[src/rtl/alu_exec_ctrl.sv]
// Multicycle execute controller: fetches an instruction on Run, sequences
// operand latch (A), ALU evaluation (G) and writeback into an 8-entry register file.
module alu_exec_ctrl #(
  parameter int N   = 16,
  parameter int SHW = 4
) (
  input  logic         Clock,
  input  logic         Reset,
  input  logic         Run,
  input  logic [N-1:0] DIN,
  input  logic [2:0]   RdSel,
  output logic [N-1:0] RdData,
  output logic         Busy,
  output logic         Done
);

  typedef enum logic [1:0] {S_IDLE, S_T1, S_T2, S_T3} state_t;

  localparam logic [3:0] OP_ADD = 4'b0000;
  localparam logic [3:0] OP_SUB = 4'b0001;
  localparam logic [3:0] OP_SLT = 4'b0010;
  localparam logic [3:0] OP_SLL = 4'b0011;
  localparam logic [3:0] OP_SRL = 4'b0100;
  localparam logic [3:0] OP_AND = 4'b0101;
  localparam logic [3:0] OP_MV  = 4'b0110;
  localparam logic [3:0] OP_MVI = 4'b0111;

  state_t         state_q, state_d;
  // Only op/rX/rY are kept; the low six instruction bits carry no meaning.
  logic [9:0]     ir_q, ir_d;
  logic [N-1:0]   a_q, a_d;
  logic [N-1:0]   g_q, g_d;
  logic           done_q, done_d;
  logic [N-1:0]   rf_q [8];
  logic [N-1:0]   rf_d [8];

  logic           we;
  logic [2:0]     waddr;
  logic [N-1:0]   wdata;
  logic [3:0]     op;
  logic [2:0]     rx, ry;
  logic [N-1:0]   y;
  logic [N-1:0]   alu_res;

  assign op = ir_q[9:6];
  assign rx = ir_q[5:3];
  assign ry = ir_q[2:0];
  assign y  = rf_q[ry];

  always_comb begin
    alu_res = '0;
    case (op)
      OP_ADD:  alu_res = a_q + y;
      OP_SUB:  alu_res = a_q - y;
      OP_SLT:  alu_res = (a_q < y) ? N'(1) : '0;
      OP_SLL:  alu_res = a_q << y[SHW-1:0];
      OP_SRL:  alu_res = a_q >> y[SHW-1:0];
      OP_AND:  alu_res = a_q & y;
      default: alu_res = '0;
    endcase
  end

  always_comb begin
    state_d = state_q;
    ir_d    = ir_q;
    a_d     = a_q;
    g_d     = g_q;
    done_d  = 1'b0;
    we      = 1'b0;
    waddr   = rx;
    wdata   = g_q;
    case (state_q)
      S_IDLE: begin
        if (Run) begin
          ir_d    = DIN[N-1 -: 10];
          state_d = S_T1;
        end
      end
      S_T1: begin
        if (op == OP_MV) begin
          we      = 1'b1;
          wdata   = y;
          done_d  = 1'b1;
          state_d = S_IDLE;
        end else if (op == OP_MVI) begin
          we      = 1'b1;
          wdata   = DIN;
          done_d  = 1'b1;
          state_d = S_IDLE;
        end else if (op <= OP_AND) begin
          a_d     = rf_q[rx];
          state_d = S_T2;
        end else begin
          // Illegal opcode: complete without touching the register file.
          done_d  = 1'b1;
          state_d = S_IDLE;
        end
      end
      S_T2: begin
        g_d     = alu_res;
        state_d = S_T3;
      end
      S_T3: begin
        we      = 1'b1;
        wdata   = g_q;
        done_d  = 1'b1;
        state_d = S_IDLE;
      end
      default: state_d = S_IDLE;
    endcase
  end

  always_ff @(posedge Clock or posedge Reset) begin
    if (Reset) begin
      state_q <= S_IDLE;
      ir_q    <= '0;
      a_q     <= '0;
      g_q     <= '0;
      done_q  <= 1'b0;
    end else begin
      state_q <= state_d;
      ir_q    <= ir_d;
      a_q     <= a_d;
      g_q     <= g_d;
      done_q  <= done_d;
    end
  end

  // Flop-based register file: needs async clear and a combinational debug read.
  for (genvar gi = 0; gi < 8; gi++) begin : g_rf
    assign rf_d[gi] = (we && (waddr == 3'(gi))) ? wdata : rf_q[gi];

    always_ff @(posedge Clock or posedge Reset) begin
      if (Reset) rf_q[gi] <= '0;
      else       rf_q[gi] <= rf_d[gi];
    end
  end

  assign RdData = rf_q[RdSel];
  assign Busy   = (state_q != S_IDLE);
  assign Done   = done_q;

endmodule
[config.mk]
export PLATFORM = sky130hd
export DESIGN_NAME = alu_exec_ctrl
export DESIGN_NICKNAME = d
export VERILOG_FILES = /design/src/rtl/alu_exec_ctrl.sv
export SDC_FILE = /design/constraint.sdc
export NUM_CORES = 1
export LEC_CHECK = 0
export CAP_MARGIN = 20
export CORE_UTILIZATION = 37
export CTS_CLUSTER_SIZE = 10
export DETAILED_ROUTE_END_ITERATION = 10
export PLACE_DENSITY_LB_ADDON = 0.15
export SLEW_MARGIN = 20
export SYNTH_ARGS = -nofsm -noshare
export SYNTH_HDL_FRONTEND = slang
export SYNTH_SLANG_ARGS = --single-unit
[constraint.sdc]
create_clock -name Clock -period 8.7 [get_ports Clock]
set_input_delay 2.175 -clock Clock [delete_from_list [all_inputs] [get_ports Clock]]
set_output_delay 2.175 -clock Clock [all_outputs]
set_load 0.005 [all_outputs]
Yosys cells after proc, flatten, opt, wreduce, memory -nomap -nowiden:

Index checks and enable logic that the tools add are counted.

* word-level logic and storage cells: 86
* bits in registers: 173

* equal/unequal tests: 18
* bitwise gates (word level): 6
* $add $sub $neg: 2
* multiplexer cells: 26
* magnitude comparators: 5
* reductions and logical operators: 14
* shift operators: 2

Operators by type and width (number)
* 16-bit binary-select mux with 3-bit select: 3
* 16-bit two-way mux: 9
* 16-bit one-hot mux with 6 select lines: 1
* 16-bit adder: 1
* 16-bit bitwise AND: 1
* 4-bit by 3-bit equality test with 1-bit output (second input constant): 4
* 16-bit less-than comparator: 1
* 16-bit by 4-bit << shifter with 16-bit output: 1
* 16-bit by 4-bit right shift with 16-bit output: 1
* 16-bit subtractor: 1
* 3-bit equality test (second input constant): 4
* 4-bit greater-or-equal comparator (second input constant): 3
* 3-bit NOT with 4-bit output: 3
* 4-bit by 2-bit equality test with 1-bit output (second input constant): 2
* 1-bit logical AND: 8
* 2-bit two-way mux: 4
* 2-bit one-hot mux with 4 select lines: 1
* 3-bit by 2-bit equality test with 1-bit output (second input constant): 2
* 1-bit two-way mux: 6
* 2-bit equality test (second input constant): 2
* 4-bit by 1-bit equality test with 1-bit output (second input constant): 1
* 4-bit by 3-bit <= comparator with 1-bit output (second input constant): 1
* 4-bit zero test: 1
* 1-bit one-hot mux with 2 select lines: 2
* 9 further kinds: 10

Depth between registers and ports, before layout:

Gate-level depths: netlist (run 1).

* depth after elaboration: 7
* depth in mapped cells: 16
* gate-level depth less buffers: 13

Worst setup path before layout (run 1):

OpenSTA, ideal clock, no wires.

* path type: in2out
* start: in RdSel[0]
* end: out RdData[0]
* cell stages on the path: 4
* setup slack: 2764 ps
* arrival: 3761 ps
* path buffers: 2
* data required time: 6525 ps
* cell sequence: clkbuf_1 -> buf_1 -> mux4_2 -> mux2_2

* word-level cells in the longest chain between the ends: 4

Ends and longest elaborated chain
* start: declaration: line 11 `input logic [2:0] RdSel,`
* 3-bit NOT with 4-bit output (implied by the code): line 139 `assign RdData = rf_q[RdSel];`
* 16-bit binary-select mux with 3-bit select: line 139
* 16-bit two-way mux (implied by the code) (2 in series): line 139
* end: declaration: line 12 `output logic [N-1:0] RdData,`

Every way passes these cells. The select of a mux whose other input is x is not followed.

Final worst setup path (run 1):

* start: in RdSel[0]
* end: out RdData[9]

Same word-level chain as after synthesis.

==> results of run 1 <==
==> stage by stage <==
stage	setup slack [ns]	util, %	hold slack (ns)	instance area, sq um
floorplan	1.84	-	0.464	12400
global placement	2.03	40.1	0.498	13200
detailed placement	1.98	40.1	0.510	13200
CTS	1.98	41.9	0.525	13700
global route	1.87	41.9	0.550	13700
finish	2.03	41.9	0.523	13700
==> sequential cells by signal, indices dropped and copies added (netlist names), named ones only <==
| signal | cells |
|---|---|
| ir_q | 10 |
| state_q | 1 |
| Done | 1 |
| rf_q | 128 |
| g_q | 16 |
| a_q | 16 |
==> cells in the mapped netlist, types with 4 or more instances <==
cell,n,area share [%]
o211ai_1,10,0.61
nor2b_1,7,0.35
nand3b_1,5,0.30
nand2_1,194,5.9
nor2_1,75,2.3
a32oi_1,5,0.35
o22ai_1,21,1.1
buf_1,11,0.33
dfrtp_1,173,35
ha_1,35,3.5
inv_1,34,1.0
nor3_1,9,0.36
mux2i_1,79,6.4
o21ai_0,170,6.9
xnor2_1,7,0.49
mux4_2,96,17
a31oi_1,9,0.45
a21o_1,5,0.30
a221oi_1,11,0.78
a211oi_1,6,0.36
buf_2,13,0.52
a21oi_1,64,2.6
o21ai_1,10,0.40
mux2i_4,4,0.73
clkbuf_1,61,1.8
and2_1,5,0.25
o31ai_1,9,0.55
nand3_1,11,0.44
o21a_1,7,0.42
mux2_2,28,2.5
nand2b_1,7,0.35
==> placed cells by master (no fill, tap or decap), types with 8 or more instances in the layout <==
| cell | n |
|---|---|
| a21oi_1 | 64 |
| a221oi_1 | 11 |
| a31oi_1 | 9 |
| buf_4 | 25 |
| clkbuf_16 | 17 |
| clkdlybuf4s50_1 | 38 |
| dfrtp_1 | 171 |
| ha_1 | 35 |
| inv_1 | 33 |
| mux2_2 | 28 |
| mux2i_1 | 78 |
| mux4_2 | 96 |
| nand2_1 | 193 |
| nand3_1 | 11 |
| nor2_1 | 75 |
| nor3_1 | 8 |
| o211ai_1 | 10 |
| o21ai_0 | 170 |
| o21ai_1 | 10 |
| o22ai_1 | 21 |
| o31ai_1 | 9 |
==> kinds of logic after synthesis <==
family	count (synthesis)	share of synthesized area, %
compound gates	365	17.5
simple gates	335	11.6
mux	207	27.1
flops	173	34.9
buf+inv	128	4.30
fa+ha+maj	37	3.86
xor+xnor	10	0.707
==> worst max path at each step <==
stage / start / to / slack, ns / cells past startpoint
after floorplan: Reset / Done / 1.84 / 1
after global placement: RdSel[0] / RdData[9] / 2.03 / 5
after detailed placement: RdSel[0] / RdData[9] / 1.98 / 5
after CTS: RdSel[0] / RdData[9] / 1.98 / 5
after global routing: RdSel[0] / RdData[9] / 1.87 / 5
final: RdSel[0] / RdData[9] / 2.03 / 5
==> cell type report <==
class | instances | area (sq um)
multi-input combinational | 954 | 7560
sequential | 173 | 4330
clock inverter | 10 | 118
clock buffer | 21 | 450
tap | 442 | 553
fill | 3250 | 19000
inverter | 37 | 146
timing repair buffer | 64 | 573
==> worst max-delay path: cells and delay by family <==
| family | cells | cell delay (ns) |
|---|---|---|
| buffers and inverters | 3 | 1.46 |
| multiplexers | 2 | 0.85 |
==> metal layers <==
layer	global-route usage, %	part of all wire, %	up-vias
li1	-	-	4654
met2	38.3	46	285
met3	3.20	4.9	43
met1	35.5	47	5060
met5	0	0	-
met4	5.82	1.7	0
==> results.md, run 1 <==
- Critical path type: in -> out
- Via count: 10000
- Flop-to-flop setup slack: 3.54 ns
- Fraction of the yosys area taken by sequential cells: 34.9%
- Root buffer cell: clkbuf_16
- Diode count: 0
- DP Wirelength: 27100 microns
- First-pass DRT Iterations: 5
- Actual slew at the worst max-slew pin: 1.08 ns
- Post-synthesis register bit count: 173
- Clock tree sinks: 173
- RSZ-0062 raised after global routing: false
- Max-slew violations: 0
- P&R area growth vs syn: 10.8%
- CP endpoint kind: output pin
- Async SR Flop Fraction: 100%
- Post-Layout Cell Count: 1701
- Critical Path RT: 6.53 ns
- Initial Util: 37.8%
- Layout cells sized above 1: 16.0%
- Port Buffers: 39
- Hold endpoint: rf_q[88]
- Initial antenna violation count: 0
- CP startpoint kind: input port
- Synthesized Nets: 1314
- Reg2Reg Depth: 12
- Synth Cell Area: 12400 sq um
- YS warnings: 0
- Clk slew on worst S/H paths: 0.07 ns
- H-tree levels: 4
- # hold bufs at CTS: 0
- Inst Count DP: 1670
- Resize count post-CTS: 0
- Worst skew pair latency: 0.44 ns
- DRC violations left: 0
- Mapped Cells: 1255
- CP Data Arrival Time: 4.49 ns
- Hold Crit Depth: 2
- Vias in the first global route: 9864
- FMAX: 150 MHz
- Critical Path, Cell by Cell: buf_2 > buf_4 > mux4_2 > mux2_2 > clkdlybuf4s50_1
- Crit path time final: 6.67 ns
- Grt total ovfl: 0
- Syn avg cell area: 9.88 sq um
- Global-route wire length before repair: 62000 microns
- Worst R2R Start: ir_q[0]
- Post-Route Skew: 0.0101 ns
- Placer Congestion: 0.928
- Die Ht: 185 microns
- Final hold viol count: 0
- Period utilisation layout: 76.6%
- Min-delay src: rf_q[88]
- Total global-route track usage: 24.4%
- Avg Vias per Cell: 5.90
- Drt first-iter violations: 785
- Pin count of the biggest net entering global routing: 107
- Full die area: 34200 sq um
- Slowest library cell on the worst path: buf_2
- Die X: 185 microns
- CTS Buf Count: 17
- Routed Antenna Nets: 0
- Site Rows: 66
- Rel. slew slack: 27.7%
- CTS tree: yes
- # nets final: 1306
- Core Region: 32800 sq um
- Clock Tree Buf Depth: 2
- Wire per inst: 23.4 microns
- Netlist cell types: 73
- Post-CTS Setup Bufs: 0
- Num ports: 40
- DRT Wirelength: 39800 microns
- Max-Cap Viols: 0
- Outcome: finished, final reports clean
- Crit-path max FO: 21
- Post-synth EDFFs: 0
- HP Class: reg -> reg
- Critical path's largest stage delay: 0.60 ns
- TNS Setup: 0 ns
- Top FF cell, synth: dfrtp_1
- Setup violators final: 0
- Reg2Reg Capture Point: g_q[12]
Power of run 1 is not shown: default switching activity piles up to over one toggle a cycle in this logic, so the estimate is an artifact.
==> run 2, diff against run 1 <==
Clock period 8.7 ns to 6.5 ns, I/O delays scaled along.
==> run 2 against run 1 <==
  * Sequential cell count is the same
  * Final cell count grew 0.53%
  * Die area is the same
  * Global-route usage shrank 0.19 points
  * Largest cell class unchanged
==> results.md, run 2 (synthesis gave the netlist of run 1 again) <==
- HP Class: reg -> reg
- CP Data Arrival Time: 3.69 ns
- Clock tree sinks: 173
- Die Ht: 185 microns
- GR Util met2: 38.9%
- Actual slew at the worst max-slew pin: 0.996 ns
- DP Wirelength: 27400 microns
- Post-Route Skew: 0.0118 ns
- Register name with the most flops: rf_q
- FMAX: 188 MHz
- Global-route wire length before repair: 62000 microns
- Resize count post-CTS: 0
- # hold bufs at CTS: 0
- Post-CTS Setup Bufs: 0
- Layout cells sized above 1: 16.7%
- Num ports: 40
- Period utilisation layout: 81.8%
- Max-Cap Viols: 0
- Critical path type: in -> out
- Setup WS post-layout: 1.19 ns
- First-pass DRT Iterations: 5
- Largest registers: rf_q x128, a_q x16, g_q x16
- Root buffer cell: clkbuf_16
- Via count: 10100
- H-tree levels: 4
- CP startpoint kind: input port
- Commonest non-fill, non-tap cell in the layout: nand2_1
- Worst skew pair latency: 0.44 ns
- Wire per inst: 23.0 microns
- DRC violations left: 0
- Full die area: 34200 sq um
- Initial Util: 37.8%
- Grt total ovfl: 0
- Port Buffers: 39
- Crit path time final: 5.31 ns
- Reg2Reg Depth: 13
- Placer Congestion: 0.914
- Drt first-iter violations: 676
- P&R area growth vs syn: 12.1%
- CTS tree: yes
- Rel. slew slack: 33.2%
- Met3 Resource Use GR: 2.44%
- Commonest cells after routing, fill and taps aside: 193 x nand2_1, 171 x dfrtp_1, 170 x o21ai_0
- Setup violators final: 0
- # nets final: 1314
- Site Rows: 66
- Max reg flops: 128
- TNS Setup: 0 ns
- Post-route cell area: 13900 sq um
- CTS Buf Count: 17
- DRT Wirelength: 39300 microns
- Clock Tree Buf Depth: 2
- Critical Path RT: 4.88 ns
- Pin count of the biggest net entering global routing: 108
- Initial antenna violation count: 0
- Pre-CTS setup slack: 1.20 ns
- Routed Antenna Nets: 0
- RSZ-0062 raised after global routing: false
- Avg Vias per Cell: 5.88
- Hold Crit Depth: 1
- Clk slew on worst S/H paths: 0.06 ns
- Diode count: 0
- GR Util met1: 34.7%
- Outcome: finished, final reports clean
- Die X: 185 microns
- Vias in the first global route: 9902
- Total global-route track usage: 24.2%
- Core Region: 32800 sq um
- Busiest grt layer: met2
- Crit-path max FO: 32
- Max-slew violations: 0
- CP endpoint kind: output pin
- Final hold viol count: 0
- Area after DPL: 13200 sq um
[run 2: changes by cell type in the layout (fill, tap and decap cells not counted), sizes merged]
| cell | change |
|---|---|
| bufinv | +3 |
| buf | +8 |
| clkinvlp | -4 |
| clkbuf | +1 |
| inv | +1 |
[run 2: per-layer routing]
metal  share of wire [%]  vias to the layer above
li1                    -                     4667
met1                  48                     5079
met2                  47                      270
met3                 3.9                       36
met4                 1.7                        0
met5                   0                        -
[run 2: cell type report]
type                            instances  area, sq um
Tap cell                              442          553
Timing Repair Buffer                   72          633
Inverter                               37          149
Sequential cell                       173         4330
Fill cell                            3211        18900
Clock buffer                           22          484
Multi-Input combinational cell        954         7560
Clock inverter                         10          183
[run 2: path summary, 6_finish.rpt]
path	startpoint	endpoint	slack [ns]
setup / recovery	RdSel[1]	RdData[8]	1.19
setup reg to reg	ir_q[1]	g_q[0]	1.70
hold reg to reg	g_q[10]	g_q[10]	0.51
hold / removal	g_q[10]	g_q[10]	0.51
min in group asynchronous	Reset	rf_q[123]	1.74
max in group asynchronous	Reset	rf_q[117]	3.76
[run 2: metrics by stage]
step	hold WS (ns)	utilization (%)	std cells
floorplan	0.464	-	1255
global placement	0.482	40.3	1678
detailed placement	0.494	40.3	1678
CTS	0.510	42.4	1710
global route	0.527	42.4	1710
finish	0.514	42.4	1710
[run 2: worst max-delay path, stage by stage]
cell and delay, ns:
clkdlybuf4s50_1 0.45, buf_4 0.43, mux4_2 0.39, mux2_2 0.33, clkdlybuf4s50_1 0.46
Power of run 2 is left out for the same reason.
==> run 3, diff against run 2 <==
Clock period 6.5 ns to 4.5 ns, I/O delays scaled along.
==> run 3 against run 2 <==
  * Via count grew 0.84%
  * Sequential cell count did not move
  * Critical path depth rose by 7
  * Core utilization is 0.21 points higher
  * Hold slack improved by 0.011 ns
  * Register-to-register slack worse by 1.3 ns
  * Cell area rose by 0.50%
==> results.md, run 3 (synthesis gave the netlist of run 1 again) <==
- Critical path's largest stage delay: 0.63 ns
- Max-slew violations: 0
- Critical path type: reg -> reg
- P&R area growth vs syn: 12.7%
- CTS Buf Count: 17
- Post-Layout Cell Count: 1720
- Full die area: 34200 sq um
- Worst skew pair latency: 0.44 ns
- Rel. slew slack: 39.2%
- Placer Congestion: 0.929
- Clk slew on worst S/H paths: 0.06 ns
- Clock Tree Buf Depth: 2
- Num ports: 40
- Site Rows: 66
- # hold bufs at CTS: 0
- DRC violations left: 0
- First-pass DRT Iterations: 7
- FMAX: 241 MHz
- Total global-route track usage: 24.4%
- Actual slew at the worst max-slew pin: 0.909 ns
- Critical Path RT: 4.80 ns
- Die Ht: 185 microns
- Final hold viol count: 0
- Core Region: 32800 sq um
- Crit-path max FO: 27
- Commonest cells after routing, fill and taps aside: 194 x nand2_1, 171 x dfrtp_1, 170 x o21ai_0
- Wire per inst: 23.0 microns
- # nets final: 1326
- Avg Vias per Cell: 5.89
- Largest registers: rf_q x128, a_q x16, g_q x16
- Post-route cell area: 14000 sq um
- Outcome: finished, final reports clean
- Grt total ovfl: 0
- H-tree levels: 4
- Die X: 185 microns
- Max reg flops: 128
- Setup violators final: 0
- Via count: 10100
- Routed Antenna Nets: 0
- HP Class: reg -> reg
- Slowest library cell on the worst path: dfrtp_1
- Port Buffers: 39
- Post-Route Skew: 0.0132 ns
- Layout cells sized above 1: 17.4%
- Critical Path, Cell by Cell: buf_12 > mux4_2 > mux2i_4 > ha_1 > a221oi_1 > o311ai_1 > a2111oi_0 > buf_4 > o21ai_0 > and3_1 > o21ai_1 > a41oi_1
- Core Util, Final: 42.6%
- RSZ-0062 raised after global routing: false
- Area after DPL: 13400 sq um
- CTS tree: yes
- Post-CTS Setup Bufs: 0
- CP startpoint kind: register
- CP Data Arrival Time: 4.45 ns
- Clock tree sinks: 173
- TNS Setup: 0 ns
- Register name with the most flops: rf_q
- Max-Cap Viols: 0
- CP endpoint kind: register
- Resize count post-CTS: 0
- Commonest non-fill, non-tap cell in the layout: nand2_1
- Vias in the first global route: 10100
- Root buffer cell: clkbuf_16
- Period utilisation layout: 92.2%
- Pin count of the biggest net entering global routing: 77
- DP Wirelength: 27900 microns
- Global-route wire length before repair: 62500 microns
- Crit path time final: 4.15 ns
- DRT Wirelength: 39500 microns
- Drt first-iter violations: 736
- Initial antenna violation count: 0
- Diode count: 0
- Initial Util: 37.8%
- Inst Count DP: 1690
==> run 3: changes by cell type in the layout (fill, tap and decap cells not counted), moves of 2 or more <==
cell        before  now
bufinv_16        5    3
buf_12           0    5
clkinvlp_4       0    5
buf_4           33   40
clkbuf_8         4    2
==> run 3: through the flow <==
stage | setup WS, ns | hold slack (ns)
after floorplan | 0.565 | 0.464
after CTS | 0.304 | 0.526
after global routing | 0.0669 | 0.533
after detailed placement | 0.321 | 0.512
after global placement | 0.359 | 0.499
final | 0.351 | 0.525
==> run 3: worst paths after layout <==
check | startpoint | endpoint | slack, ns | depth (start not counted)
worst max-delay path | ir_q[1] | g_q[13] | 0.35 | 12
worst min-delay path | rf_q[92] | rf_q[92] | 0.52 | 2
worst min register to register | rf_q[92] | rf_q[92] | 0.52 | 2
min in group asynchronous | Reset | a_q[11] | 1.09 | 2
max in group asynchronous | Reset | a_q[2] | 2.59 | 3
worst max register to register | ir_q[1] | g_q[13] | 0.35 | 12
==> run 3: layer usage <==
layer | global-route usage (%) | vias up | part of all wire (%)
li1 | - | 4692 | -
met1 | 34.3 | 5091 | 47
met2 | 38.5 | 290 | 46
met3 | 3.52 | 63 | 4.4
met4 | 8.10 | 0 | 2.5
met5 | 0 | - | 0
==> run 3: worst max-delay path, delay by kind of cell (launching register included) <==
| kind | cells | cell delay [ns] |
|---|---|---|
| AO/OA/AOI/OAI | 6 | 1.45 |
| multiplexers | 2 | 0.85 |
| flip-flops | 1 | 0.63 |
| buffers and inverters | 2 | 0.46 |
| adder cells (fa/ha/maj) | 1 | 0.39 |
| AND/OR/NAND/NOR | 1 | 0.23 |
==> run 3: final cells by class <==
type / instances / area (sq um)
Fill cell: 3202 / 18800
Multi-Input combinational cell: 954 / 7550
Sequential cell: 173 / 4330
Timing Repair Buffer: 84 / 786
Tap cell: 442 / 553
Clock buffer: 19 / 453
Inverter: 37 / 145
Clock inverter: 11 / 144
Power of run 3 is left out for the same reason.
